--- config.mk ---
export PLATFORM = sky130hd
export DESIGN_NAME = xm23_pipe_regfile_flat
export DESIGN_NICKNAME = d
export VERILOG_FILES = /design/src/rtl/xm23_pipe_regfile_pkg.sv /design/src/rtl/xm23_pipe_regfile_if.sv /design/src/rtl/xm23_pipe_regfile_gpr.sv /design/src/rtl/xm23_pipe_regfile.sv /design/src/flat_wrapper.sv
export SDC_FILE = /design/constraint.sdc
export NUM_CORES = 1
export LEC_CHECK = 0
export BUFFER_PORTS_ARGS = -buffer_cell sky130_fd_sc_hd__buf_2
export CORE_UTILIZATION = 48
export DETAILED_ROUTE_END_ITERATION = 16
export HOLD_SLACK_MARGIN = 0.02
export PLACE_DENSITY = 0.77
export RECOVER_POWER = 50
export SLEW_MARGIN = 30
export SYNTH_ARGS = -nofsm -noshare
export SYNTH_HDL_FRONTEND = slang
export SYNTH_HIERARCHICAL = 1
export SYNTH_SLANG_ARGS = --single-unit
export TNS_END_PERCENT = 50
--- constraint.sdc ---
create_clock -name clk -period 5.2 [get_ports clk]
set_clock_uncertainty 0.15 [all_clocks]
set_input_delay 1.04 -clock clk [delete_from_list [all_inputs] [get_ports clk]]
set_output_delay 1.04 -clock clk [all_outputs]
set_load 0.01 [all_outputs]
--- src/rtl/xm23_pipe_regfile_pkg.sv ---
// Shared defaults, decode-bundle type and the fixed constant table for the XM23 pipeline block.
package xm23_pipe_regfile_pkg;

  localparam int unsigned DATA_W_DEF     = 16;
  localparam int unsigned NUM_REGS_DEF   = 8;
  localparam int unsigned NUM_STAGES_DEF = 3;
  localparam int unsigned CTRL_W_DEF     = 41;
  localparam int unsigned PSW_W          = 16;

  typedef logic [CTRL_W_DEF-1:0] ctrl_bundle_t;

  // Enable vector occupies the low bits of the bundle; decoded fields sit above it.
  localparam int unsigned EN_BIT_GPR_WR = 0;
  localparam int unsigned EN_BIT_PSW_WR = 1;
  localparam int unsigned EN_BIT_MEM_RD = 2;
  localparam int unsigned EN_BIT_MEM_WR = 3;
  localparam int unsigned EN_BIT_BRANCH = 4;
  localparam int unsigned EN_BIT_INCDEC = 5;

  // Constant table, index 7 is -1 (all ones after truncation to the data width).
  localparam int unsigned CONST_ENTRIES = 8;
  localparam logic [CONST_ENTRIES-1:0][31:0] CONST_TABLE = {
    32'hFFFF_FFFF, 32'd32, 32'd16, 32'd8, 32'd4, 32'd2, 32'd1, 32'd0
  };

  // Indices beyond the table read as zero.
  function automatic logic [31:0] const_lookup(input int unsigned idx);
    logic [2:0] idx3;
    idx3 = idx[2:0];
    if (idx < CONST_ENTRIES) begin
      return CONST_TABLE[idx3];
    end
    return 32'd0;
  endfunction

endpackage

--- src/rtl/xm23_pipe_regfile_if.sv ---
// Decoder/execute-facing bus of the pipeline register and GPR block.
interface xm23_pipe_regfile_if
  import xm23_pipe_regfile_pkg::*;
#(
  parameter int unsigned DATA_W     = DATA_W_DEF,
  parameter int unsigned NUM_REGS   = NUM_REGS_DEF,
  parameter int unsigned NUM_STAGES = NUM_STAGES_DEF,
  parameter int unsigned CTRL_W     = CTRL_W_DEF,
  parameter int unsigned ADDR_W     = $clog2(NUM_REGS)
);

  logic                         in_valid;
  logic [CTRL_W-1:0]            in_ctrl;
  logic                         stall_in;
  logic [NUM_STAGES-1:0]        flush_in;
  logic [NUM_STAGES-1:0]        stg_valid_o;
  logic [NUM_STAGES*CTRL_W-1:0] stg_ctrl_o;

  logic                         wa_en;
  logic [ADDR_W-1:0]            wa_addr;
  logic [DATA_W-1:0]            wa_data;
  logic                         wb_en;
  logic [ADDR_W-1:0]            wb_addr;
  logic [DATA_W-1:0]            wb_data;

  logic [ADDR_W-1:0]            ra_addr;
  logic [ADDR_W-1:0]            rb_addr;
  logic                         ra_rc;
  logic                         rb_rc;
  logic [DATA_W-1:0]            ra_data;
  logic [DATA_W-1:0]            rb_data;

  logic [PSW_W-1:0]             psw_mask;
  logic [PSW_W-1:0]             psw_in;
  logic                         psw_ckpt;
  logic                         psw_restore;
  logic [PSW_W-1:0]             psw_o;

  logic [NUM_REGS*DATA_W-1:0]   gpr_o;

  modport master (
    output in_valid, in_ctrl, stall_in, flush_in,
    output wa_en, wa_addr, wa_data, wb_en, wb_addr, wb_data,
    output ra_addr, rb_addr, ra_rc, rb_rc,
    output psw_mask, psw_in, psw_ckpt, psw_restore,
    input  stg_valid_o, stg_ctrl_o, ra_data, rb_data, psw_o, gpr_o
  );

  modport slave (
    input  in_valid, in_ctrl, stall_in, flush_in,
    input  wa_en, wa_addr, wa_data, wb_en, wb_addr, wb_data,
    input  ra_addr, rb_addr, ra_rc, rb_rc,
    input  psw_mask, psw_in, psw_ckpt, psw_restore,
    output stg_valid_o, stg_ctrl_o, ra_data, rb_data, psw_o, gpr_o
  );

endinterface

--- src/rtl/xm23_pipe_regfile_gpr.sv ---
// GPR array with two write ports (A wins on collision) and two forwarding read ports
// that can alternatively select the fixed constant table.
module xm23_pipe_regfile_gpr
  import xm23_pipe_regfile_pkg::*;
#(
  parameter int unsigned DATA_W   = DATA_W_DEF,
  parameter int unsigned NUM_REGS = NUM_REGS_DEF,
  parameter int unsigned ADDR_W   = $clog2(NUM_REGS)
) (
  input  logic                       clk,
  input  logic                       reset_gprc,
  input  logic                       wa_en,
  input  logic [ADDR_W-1:0]          wa_addr,
  input  logic [DATA_W-1:0]          wa_data,
  input  logic                       wb_en,
  input  logic [ADDR_W-1:0]          wb_addr,
  input  logic [DATA_W-1:0]          wb_data,
  input  logic [ADDR_W-1:0]          ra_addr,
  input  logic                       ra_rc,
  input  logic [ADDR_W-1:0]          rb_addr,
  input  logic                       rb_rc,
  output logic [DATA_W-1:0]          ra_data,
  output logic [DATA_W-1:0]          rb_data,
  output logic [NUM_REGS*DATA_W-1:0] gpr_flat
);

  logic [DATA_W-1:0] gpr_q [NUM_REGS];

  logic wb_keep;
  assign wb_keep = wb_en && !(wa_en && (wa_addr == wb_addr));

  // Register file update; port B is dropped when it targets the same register as port A.
  always_ff @(posedge clk or posedge reset_gprc) begin
    if (reset_gprc) begin
      for (int i = 0; i < NUM_REGS; i++) begin
        gpr_q[i] <= '0;
      end
    end else begin
      if (wb_keep) begin
        gpr_q[wb_addr] <= wb_data;
      end
      if (wa_en) begin
        gpr_q[wa_addr] <= wa_data;
      end
    end
  end

  // Forwarding order mirrors write priority so a read never sees a value that will be dropped.
  function automatic logic [DATA_W-1:0] read_mux(input logic [ADDR_W-1:0] addr,
                                                 input logic              rc,
                                                 input logic [DATA_W-1:0] stored);
    if (rc) begin
      return DATA_W'(const_lookup(32'(addr)));
    end else if (wa_en && (wa_addr == addr)) begin
      return wa_data;
    end else if (wb_en && (wb_addr == addr)) begin
      return wb_data;
    end
    return stored;
  endfunction

  // Combinational read ports.
  always_comb begin
    ra_data = read_mux(ra_addr, ra_rc, gpr_q[ra_addr]);
    rb_data = read_mux(rb_addr, rb_rc, gpr_q[rb_addr]);
  end

  for (genvar g = 0; g < NUM_REGS; g++) begin : g_flat
    assign gpr_flat[g*DATA_W +: DATA_W] = gpr_q[g];
  end

endmodule

--- src/rtl/xm23_pipe_regfile.sv ---
// XM23 pipeline register / GPR block: decode-bundle shift pipeline with per-stage valid and
// flush, the GPR file with constant table, and the PSW with a single checkpoint.
module xm23_pipe_regfile
  import xm23_pipe_regfile_pkg::*;
#(
  parameter int unsigned DATA_W     = DATA_W_DEF,
  parameter int unsigned NUM_REGS   = NUM_REGS_DEF,
  parameter int unsigned NUM_STAGES = NUM_STAGES_DEF,
  parameter int unsigned CTRL_W     = CTRL_W_DEF
) (
  input logic                clk,
  input logic                reset_gprc,
  xm23_pipe_regfile_if.slave bus
);

  logic [CTRL_W-1:0]     ctrl_q [NUM_STAGES];
  logic [NUM_STAGES-1:0] valid_q;
  logic [NUM_STAGES-1:0] valid_d;
  logic [PSW_W-1:0]      psw_q;
  logic [PSW_W-1:0]      psw_d;
  logic [PSW_W-1:0]      ckpt_q;

  // Next valid per stage: flush beats stall beats load.
  always_comb begin
    valid_d    = '0;
    valid_d[0] = bus.in_valid & ~bus.stall_in & ~bus.flush_in[0];
    for (int k = 1; k < NUM_STAGES; k++) begin
      valid_d[k] = valid_q[k-1] & ~bus.flush_in[k];
    end
  end

  // Stage registers; a stage that ends up invalid keeps its previous bundle.
  always_ff @(posedge clk or posedge reset_gprc) begin
    if (reset_gprc) begin
      valid_q <= '0;
      for (int k = 0; k < NUM_STAGES; k++) begin
        ctrl_q[k] <= '0;
      end
    end else begin
      valid_q <= valid_d;
      if (valid_d[0]) begin
        ctrl_q[0] <= bus.in_ctrl;
      end
      for (int k = 1; k < NUM_STAGES; k++) begin
        if (valid_d[k]) begin
          ctrl_q[k] <= ctrl_q[k-1];
        end
      end
    end
  end

  assign bus.stg_valid_o = valid_q;
  for (genvar g = 0; g < NUM_STAGES; g++) begin : g_stg
    assign bus.stg_ctrl_o[g*CTRL_W +: CTRL_W] = ctrl_q[g];
  end

  // Restore from the checkpoint overrides any masked update in the same cycle.
  always_comb begin
    psw_d = (psw_q & ~bus.psw_mask) | (bus.psw_in & bus.psw_mask);
    if (bus.psw_restore) begin
      psw_d = ckpt_q;
    end
  end

  // PSW and checkpoint; the checkpoint always captures the pre-edge PSW.
  always_ff @(posedge clk or posedge reset_gprc) begin
    if (reset_gprc) begin
      psw_q  <= '0;
      ckpt_q <= '0;
    end else begin
      psw_q <= psw_d;
      if (bus.psw_ckpt) begin
        ckpt_q <= psw_q;
      end
    end
  end

  assign bus.psw_o = psw_q;

  xm23_pipe_regfile_gpr #(
    .DATA_W   (DATA_W),
    .NUM_REGS (NUM_REGS)
  ) u_gpr (
    .clk        (clk),
    .reset_gprc (reset_gprc),
    .wa_en      (bus.wa_en),
    .wa_addr    (bus.wa_addr),
    .wa_data    (bus.wa_data),
    .wb_en      (bus.wb_en),
    .wb_addr    (bus.wb_addr),
    .wb_data    (bus.wb_data),
    .ra_addr    (bus.ra_addr),
    .ra_rc      (bus.ra_rc),
    .rb_addr    (bus.rb_addr),
    .rb_rc      (bus.rb_rc),
    .ra_data    (bus.ra_data),
    .rb_data    (bus.rb_data),
    .gpr_flat   (bus.gpr_o)
  );

endmodule

--- src/flat_wrapper.sv ---
// flat-port wrapper written by rule: the top's interface ports become plain ports
module xm23_pipe_regfile_flat import xm23_pipe_regfile_pkg::*;
#(
  parameter int unsigned DATA_W     = DATA_W_DEF,
  parameter int unsigned NUM_REGS   = NUM_REGS_DEF,
  parameter int unsigned NUM_STAGES = NUM_STAGES_DEF,
  parameter int unsigned CTRL_W     = CTRL_W_DEF
)
  (clk, reset_gprc, bus_in_valid, bus_in_ctrl, bus_stall_in, bus_flush_in, bus_wa_en, bus_wa_addr, bus_wa_data, bus_wb_en, bus_wb_addr, bus_wb_data, bus_ra_addr, bus_rb_addr, bus_ra_rc, bus_rb_rc, bus_psw_mask, bus_psw_in, bus_psw_ckpt, bus_psw_restore, bus_stg_valid_o, bus_stg_ctrl_o, bus_ra_data, bus_rb_data, bus_psw_o, bus_gpr_o);
  xm23_pipe_regfile_if #(.DATA_W(DATA_W), .NUM_REGS(NUM_REGS), .NUM_STAGES(NUM_STAGES), .CTRL_W(CTRL_W)) bus_i ();
  input logic clk;
  input logic reset_gprc;
  input wire logic [$bits(bus_i.in_valid)-1:0] bus_in_valid;
  input wire logic [$bits(bus_i.in_ctrl)-1:0] bus_in_ctrl;
  input wire logic [$bits(bus_i.stall_in)-1:0] bus_stall_in;
  input wire logic [$bits(bus_i.flush_in)-1:0] bus_flush_in;
  input wire logic [$bits(bus_i.wa_en)-1:0] bus_wa_en;
  input wire logic [$bits(bus_i.wa_addr)-1:0] bus_wa_addr;
  input wire logic [$bits(bus_i.wa_data)-1:0] bus_wa_data;
  input wire logic [$bits(bus_i.wb_en)-1:0] bus_wb_en;
  input wire logic [$bits(bus_i.wb_addr)-1:0] bus_wb_addr;
  input wire logic [$bits(bus_i.wb_data)-1:0] bus_wb_data;
  input wire logic [$bits(bus_i.ra_addr)-1:0] bus_ra_addr;
  input wire logic [$bits(bus_i.rb_addr)-1:0] bus_rb_addr;
  input wire logic [$bits(bus_i.ra_rc)-1:0] bus_ra_rc;
  input wire logic [$bits(bus_i.rb_rc)-1:0] bus_rb_rc;
  input wire logic [$bits(bus_i.psw_mask)-1:0] bus_psw_mask;
  input wire logic [$bits(bus_i.psw_in)-1:0] bus_psw_in;
  input wire logic [$bits(bus_i.psw_ckpt)-1:0] bus_psw_ckpt;
  input wire logic [$bits(bus_i.psw_restore)-1:0] bus_psw_restore;
  output wire logic [$bits(bus_i.stg_valid_o)-1:0] bus_stg_valid_o;
  output wire logic [$bits(bus_i.stg_ctrl_o)-1:0] bus_stg_ctrl_o;
  output wire logic [$bits(bus_i.ra_data)-1:0] bus_ra_data;
  output wire logic [$bits(bus_i.rb_data)-1:0] bus_rb_data;
  output wire logic [$bits(bus_i.psw_o)-1:0] bus_psw_o;
  output wire logic [$bits(bus_i.gpr_o)-1:0] bus_gpr_o;
  assign bus_i.in_valid = bus_in_valid;
  assign bus_i.in_ctrl = bus_in_ctrl;
  assign bus_i.stall_in = bus_stall_in;
  assign bus_i.flush_in = bus_flush_in;
  assign bus_i.wa_en = bus_wa_en;
  assign bus_i.wa_addr = bus_wa_addr;
  assign bus_i.wa_data = bus_wa_data;
  assign bus_i.wb_en = bus_wb_en;
  assign bus_i.wb_addr = bus_wb_addr;
  assign bus_i.wb_data = bus_wb_data;
  assign bus_i.ra_addr = bus_ra_addr;
  assign bus_i.rb_addr = bus_rb_addr;
  assign bus_i.ra_rc = bus_ra_rc;
  assign bus_i.rb_rc = bus_rb_rc;
  assign bus_i.psw_mask = bus_psw_mask;
  assign bus_i.psw_in = bus_psw_in;
  assign bus_i.psw_ckpt = bus_psw_ckpt;
  assign bus_i.psw_restore = bus_psw_restore;
  assign bus_stg_valid_o = bus_i.stg_valid_o;
  assign bus_stg_ctrl_o = bus_i.stg_ctrl_o;
  assign bus_ra_data = bus_i.ra_data;
  assign bus_rb_data = bus_i.rb_data;
  assign bus_psw_o = bus_i.psw_o;
  assign bus_gpr_o = bus_i.gpr_o;
  xm23_pipe_regfile #(.DATA_W(DATA_W), .NUM_REGS(NUM_REGS), .NUM_STAGES(NUM_STAGES), .CTRL_W(CTRL_W)) u_core (.clk(clk), .reset_gprc(reset_gprc), .bus(bus_i));
endmodule
=== Word level (Yosys, flattened, before mapping) ===
Memories as Yosys holds them, arrays and structs flattened.
Index checks and enable logic that the tools add are counted.

* Bits in latches: 0
* Logic and storage cells: 89
* Output and inout port bits: 302
* Memories kept: 2
* Bits in writable memories: 0
* Memory bits (read-only): 512
* Input port bits: 130
* Bits in registers: 286

* Shift operators: 0
* Div/mod/pow operators: 0
* Muxes and demuxes: 35
* Reductions and logical operators: 9
* Add/subtract/negate cells: 0
* Bitwise operators: 16
* $mul: 0
* Eq/ne operators: 5
* Magnitude comparators: 8

{| class="wikitable"
|+ Memories
! name !! words !! bits a word !! rd ports !! clocked after memory_dff !! write ports !! RTL line !! RTL
|-
| (name not given) || 8 || 32 || 1 || 0 || 0 || xm23_pipe_regfile_pkg.sv:31 || <nowiki>return CONST_TABLE[idx3];</nowiki>
|-
| (name not given) || 8 || 32 || 1 || 0 || 0 || xm23_pipe_regfile_pkg.sv:31 ||
|}

{| class="wikitable"
|+ Operators with widths
! kind !! count
|-
| 2-to-1 mux 16 bit || 19
|-
| bitwise mux 128 bit || 2
|-
| 2-to-1 mux 128 bit || 2
|-
| binary-select mux 16 bit (select 3 bit) || 2
|-
| demux 16 bit (select 3 bit) || 2
|-
| bitwise AND 16 bit || 2
|-
| greater-or-equal comparator 4 bit, second input constant || 4
|-
| NOT 16 bit || 1
|-
| NOT 3 -> 4 bit || 4
|-
| OR 16 bit || 1
|-
| equality test 3 bit || 5
|-
| logical AND 1 bit || 8
|-
| < comparator 3 x 4 -> 1 bit, second input constant || 2
|-
| < comparator 4 x 1 -> 1 bit, second input constant || 2
|-
| 2-to-1 mux 1 bit || 8
|-
| bitwise AND 1 bit || 4
|-
| NOT 1 bit || 4
|-
| logical NOT 1 bit || 1
|}

=== Logic depth before layout (Yosys ltp) ===
* Depth after elaboration: 9
* Mapped depth: 8

=== By module ===
The synthesis kept the hierarchy.

{| class="wikitable"
|+ By module, submodules not included
! module !! cells an instance !! times used !! area each (um2) !! sequential area each (um2)
|-
| xm23_pipe_regfile_gpr || 1043 || 1 || 9354.0 || 3203.1
|-
| xm23_pipe_regfile || 369 || 1 || 5974.5 || 3953.8
|}

=== Least setup slack after synthesis ===
No wires, ideal clock.

* Path kind: input-to-output
* From: input bus_rb_addr[0]
* To: output bus_rb_data[14]
* Data required time: 4010 ps
* Buffers on the path: 3
* Data arrival time: 2291 ps
* Stages: 8
* Slack: 1719 ps
* Cells stage by stage: buf_4 xnor2_1 nand4_1 buf_2 buf_4 mux2i_1 nor2_1 a2bb2oi_1

* Cells in the longest elaborated chain, start to end: 6

{| class="wikitable"
|+ Ends and longest elaborated chain
! what !! RTL line !! RTL
|-
| from (decl) || flat_wrapper.sv:24 || <nowiki>input wire logic [$bits(bus_i.rb_addr)-1:0] bus_rb_addr;</nowiki>
|-
| parallel branches: the longest is 5 deep, another holds memory (8 x 32 bit) || -- ||
|-
| 2-to-1 mux 16 bit (*) || xm23_pipe_regfile_gpr.sv:59 || <nowiki>return stored;</nowiki>
|-
| to (decl) || flat_wrapper.sv:34 || <nowiki>output wire logic [$bits(bus_i.rb_data)-1:0] bus_rb_data;</nowiki>
|}

Every way passes the cells marked *. The select of a mux whose other input is x is not followed.

=== Worst setup path in the final report ===
* From: input bus_rb_addr[0]
* To: output bus_rb_data[13]

Same word-level chain as after synthesis.

==> impl_results.html <==
<table>
<tr><th>Metric</th><th>Value</th></tr>
<tr><th colspan="2">Outcome</th></tr>
<tr><td>Result of the run</td><td>complete, but fails checks</td></tr>
<tr><td>Violations in the final reports</td><td>capacitance limit, slew limit</td></tr>
<tr><th colspan="2">Global routing</th></tr>
<tr><td>Wire length of the first global-routing pass</td><td>78800 um</td></tr>
<tr><td>Pin count of the biggest net entering global routing</td><td>73</td></tr>
<tr><td>Global-route usage over all layers</td><td>31.5%</td></tr>
<tr><td>Via count of the first global-routing pass</td><td>13100</td></tr>
<tr><td>Initial antenna violation count</td><td>6</td></tr>
<tr><td>Remaining Overflow, GRT</td><td>0</td></tr>
<tr><th colspan="2">Placement</th></tr>
<tr><td>Port Buf Inserts</td><td>431</td></tr>
<tr><td>RD Place Congestion</td><td>0.975</td></tr>
<tr><td>Pre-CTS setup slack</td><td>1010 ps</td></tr>
<tr><td>Detailed placer's ending HPWL</td><td>37200 um</td></tr>
<tr><th colspan="2">Flow run</th></tr>
<tr><td>Reported max-cap violation count</td><td>7</td></tr>
<tr><th colspan="2">Logic synthesis</th></tr>
<tr><td>Top-count cell post-synth</td><td>sky130_fd_sc_hd__dfrtp_1</td></tr>
<tr><td>Number of nets in the synthesized netlist</td><td>1548</td></tr>
<tr><td>Area of the mapped netlist</td><td>15300 sq um</td></tr>
<tr><td>Sequential-to-total area share from yosys stat</td><td>46.7%</td></tr>
<tr><td>Flip-flop cell with the highest count after synthesis</td><td>sky130_fd_sc_hd__dfrtp_1</td></tr>
<tr><td>Synth top cells by count</td><td>sky130_fd_sc_hd__dfrtp_1, sky130_fd_sc_hd__nand2_1, sky130_fd_sc_hd__nor2_1</td></tr>
<tr><td>Main combinational cell family by area after synthesis</td><td>multiplexers</td></tr>
<tr><td>Fraction of the mapped netlist area in simple logic gates</td><td>12.5%</td></tr>
<tr><td>Number of enable-type register cells in the synthesized netlist</td><td>0</td></tr>
<tr><td>Adder-cell share of the synthesized area</td><td>0.490%</td></tr>
<tr><td>Mux share of post-synthesis cell area</td><td>24.9%</td></tr>
<tr><td>Post-synthesis xor/xnor area fraction</td><td>1.15%</td></tr>
<tr><td>Post-Synthesis Mean Instance Area</td><td>10.9 sq um</td></tr>
<tr><td>Netlist cell types</td><td>44</td></tr>
<tr><td>Area fraction of the dominant cell type after synthesis</td><td>46.7%</td></tr>
<tr><td>Cells after Synth</td><td>1412</td></tr>
<tr><td>Largest area contributor in the synthesized netlist</td><td>sky130_fd_sc_hd__dfrtp_1</td></tr>
<tr><td>Warnings, synthesis</td><td>6</td></tr>
<tr><td>Async SR Flop Fraction</td><td>100%</td></tr>
<tr><td>Number of flip-flops and latches in the synthesized netlist</td><td>286</td></tr>
<tr><td>Largest cells by area after synthesis</td><td>sky130_fd_sc_hd__dfrtp_1, sky130_fd_sc_hd__mux2_2, sky130_fd_sc_hd__mux4_2</td></tr>
<tr><td>Area fraction in compound gates after synthesis</td><td>8.72%</td></tr>
<tr><th colspan="2">Timing</th></tr>
<tr><td>Count of final max-slew check failures</td><td>318</td></tr>
<tr><td>Fmax</td><td>0.232 GHz</td></tr>
<tr><td>Finish-stage setup viols</td><td>0</td></tr>
<tr><td>Setup tns final</td><td>0 ps</td></tr>
<tr><td>Final Hold Violating Endpoints</td><td>0</td></tr>
<tr><td>Final Critical Period</td><td>4320 ps</td></tr>
<tr><td>Slew margin rel.</td><td>-102%</td></tr>
<tr><td>Worst path setup slack after routing</td><td>881 ps</td></tr>
<tr><td>Hold WS</td><td>336 ps</td></tr>
<tr><td>RSZ-0062 raised after global routing</td><td>no</td></tr>
<tr><td>Slew of the pin with the lowest slew margin</td><td>3010 ps</td></tr>
<tr><td>Fin crit share</td><td>83.1%</td></tr>
<tr><th colspan="2">Pwr</th></tr>
<tr><td>Leakage power figure</td><td>8.92 nW</td></tr>
<tr><td>Power, Total</td><td>7.72 mW</td></tr>
<tr><td>Largest voltage drop on the vdd net</td><td>0.336 mV</td></tr>
<tr><td>Power density over the cells</td><td>423 nW/um^2</td></tr>
<tr><th colspan="2">Drt</th></tr>
<tr><td>Final antenna-violating net count</td><td>0</td></tr>
<tr><td>Routed via count divided by cell count</td><td>6.05</td></tr>
<tr><td>1st-iter DRT viols</td><td>1637</td></tr>
<tr><td>Detailed-route via count</td><td>13200</td></tr>
<tr><td>Routed length per instance</td><td>23.8 um</td></tr>
<tr><td>Overall routed net length</td><td>52100 um</td></tr>
<tr><td>Number of DRC violations after detailed routing</td><td>0</td></tr>
<tr><td>First-pass iteration count of the detailed router</td><td>13</td></tr>
<tr><th colspan="2">Floorplan</th></tr>
<tr><td>Starting density of the core</td><td>48.7%</td></tr>
<tr><td>Y dimension of the die</td><td>181 um</td></tr>
<tr><td>Area of the core region</td><td>31500 sq um</td></tr>
<tr><td>X dimension of the die</td><td>181 um</td></tr>
<tr><td>Number of primary I/O pins</td><td>432</td></tr>
<tr><td>Standard-cell rows</td><td>65</td></tr>
<tr><td>Die area</td><td>32700 sq um</td></tr>
<tr><th colspan="2">Worst setup path</th></tr>
<tr><td>Required time at the worst-slack endpoint</td><td>4010 ps</td></tr>
<tr><td>Peak per-stage delay on the critical path</td><td>560 ps</td></tr>
<tr><td>Slowest library cell on the worst path</td><td>sky130_fd_sc_hd__o21bai_2</td></tr>
<tr><td>Largest delay share family, worst path</td><td>compound AO/OA/AOI/OAI gates</td></tr>
<tr><td>Crit path kind</td><td>in2out</td></tr>
<tr><td>CP max FO</td><td>12</td></tr>
<tr><td>Cell breakdown of the critical path</td><td>buf_2 -&gt; xnor2_1 -&gt; nand4_1 -&gt; nand2_1 -&gt; o21bai_2 -&gt; a2bb2oi_1 -&gt; buf_2</td></tr>
<tr><td>Crit. End Element</td><td>output port</td></tr>
<tr><td>Number of buffers and inverters on the critical path</td><td>2</td></tr>
<tr><td>Startpoint of the worst register-to-register path</td><td>u_core/bus.stg_valid_o[0]$_DFF_PP0_</td></tr>
<tr><td>Startpoint type of the worst setup path</td><td>primary input</td></tr>
<tr><td>Dominant cell type by count on the critical path</td><td>sky130_fd_sc_hd__buf_2</td></tr>
<tr><td>Launching element of the worst setup path</td><td>bus_rb_addr[0]</td></tr>
<tr><td>Signal arrival time at the worst endpoint</td><td>3130 ps</td></tr>
<tr><th colspan="2">Clock network</th></tr>
<tr><td>Clock transition at the register clock pins on the worst setup and hold paths after CTS</td><td>60 ps</td></tr>
<tr><td>Clock tree from TritonCTS</td><td>built</td></tr>
<tr><td>Clock tree root driver cell</td><td>sky130_fd_sc_hd__clkbuf_16</td></tr>
<tr><td>Clock Latency Late Sink</td><td>560 ps</td></tr>
<tr><td>Maximum root-to-sink buffer count</td><td>3</td></tr>
<tr><td>Maximum level of the CTS H-tree</td><td>1</td></tr>
<tr><td>Clock Sinks</td><td>286</td></tr>
<tr><td>Buffer count from post-CTS setup fixing</td><td>0</td></tr>
<tr><td>Number of gates given a new drive strength after cts</td><td>0</td></tr>
<tr><td>Number of buffers inserted for hold repair after clock tree synthesis</td><td>0</td></tr>
<tr><td>Cts bufs inserted</td><td>30</td></tr>
<tr><th colspan="2">Worst hold path</th></tr>
<tr><td>Min-Delay Path Class</td><td>reg2reg</td></tr>
<tr><td>Start point of the worst hold path</td><td>u_core/ckpt_q[12]$_DFFE_PP0P_</td></tr>
<tr><th colspan="2">Cells and area</th></tr>
<tr><td>NumNets Final</td><td>1892</td></tr>
<tr><td>Area Growth Syn to Fin</td><td>19.2%</td></tr>
<tr><td>Util after Layout</td><td>58.0%</td></tr>
<tr><td>Fill count</td><td>2589</td></tr>
<tr><td>Ratio of cells with drive above 1 in the final layout</td><td>39.7%</td></tr>
</table>
[power breakdown]
group	switching [mW]	internal [mW]
Sequential	0.539	2.78
Clock	0.880	1.19
Combinational	1.24	1.09
[placed cells by master, fill, tap and decap left out, types with 17 or more instances in the layout]
cell / n
sky130_fd_sc_hd__buf_2: 426
sky130_fd_sc_hd__dfrtp_1: 286
sky130_fd_sc_hd__nand2_1: 281
sky130_fd_sc_hd__nor2_1: 153
sky130_fd_sc_hd__mux2_2: 138
sky130_fd_sc_hd__a31oi_1: 128
sky130_fd_sc_hd__mux2i_1: 78
sky130_fd_sc_hd__mux4_2: 64
sky130_fd_sc_hd__clkbuf_16: 31
sky130_fd_sc_hd__a2bb2oi_1: 20
sky130_fd_sc_hd__o21ai_0: 18
sky130_fd_sc_hd__clkbuf_1: 17
[logic make-up after synthesis]
logic type / after synthesis
simple gates: 478
flops: 286
mux: 283
compound gates: 197
buf+inv: 147
xor+xnor: 15
fa+ha+maj: 6
[per-stage QoR]
| stage | instances | instance area [sq um] |
|---|---|---|
| finish | 2184 | 18300 |
| global placement | 2126 | 17300 |
| CTS | 2177 | 18300 |
| global route | 2182 | 18300 |
| detailed placement | 2126 | 17400 |
| floorplan | 1412 | 15300 |
[final timing paths]
path / end / slack [ps] / cells past startpoint
worst min-delay path: flop / 340 / 2
worst min register to register: flop / 340 / 2
min in group asynchronous: u_core/bus.stg_ctrl_o[110]$_DFFE_PP0P_ / 640 / 2
worst max register to register: u_core/bus.stg_ctrl_o[51]$_DFFE_PP0P_ / 1820 / 3
max in group asynchronous: u_core/u_gpr/gpr_flat[74]$_DFF_PP0_ / 1120 / 3
worst max-delay path: bus_rb_data[13] / 880 / 7
[cell type report]
class / instances / area [sq um] / area share (%)
antenna: 7 / 17.5 / 0.0959
clock inverter: 9 / 81.3 / 0.445
multi-input combinational: 979 / 7330 / 40.1
tap: 402 / 503 / 2.75
inverter: 10 / 40.0 / 0.219
clock buffer: 42 / 857 / 4.69
sequential: 286 / 7160 / 39.2
timing repair buffer: 449 / 2290 / 12.5
[sequential cells by signal (all words and copies together), names as in the netlist, named ones only]
| signal | cells |
|---|---|
| u_core/bus.stg_ctrl_o | 123 |
| u_core/bus.stg_valid_o | 3 |
| u_core/ckpt_q | 16 |
| u_core/u_gpr/gpr_flat | 128 |
[worst register-to-register path: cells and delay by family (launching register included)]
kind                   cells  cell delay (ps)
AND/OR/NAND/NOR            1             1100
multiplexers               1              470
flip-flops                 1              340
buffers and inverters      1             1200
[per-layer routing]
metal	vias up	share of wire [%]	track usage [%]
met1	6478	37	39.3
met4	0	4.9	14.6
li1	5684	-	-
met5	-	0	0
met3	177	10	7.50
met2	883	48	51.9
(Power assumes the default switching activity.)
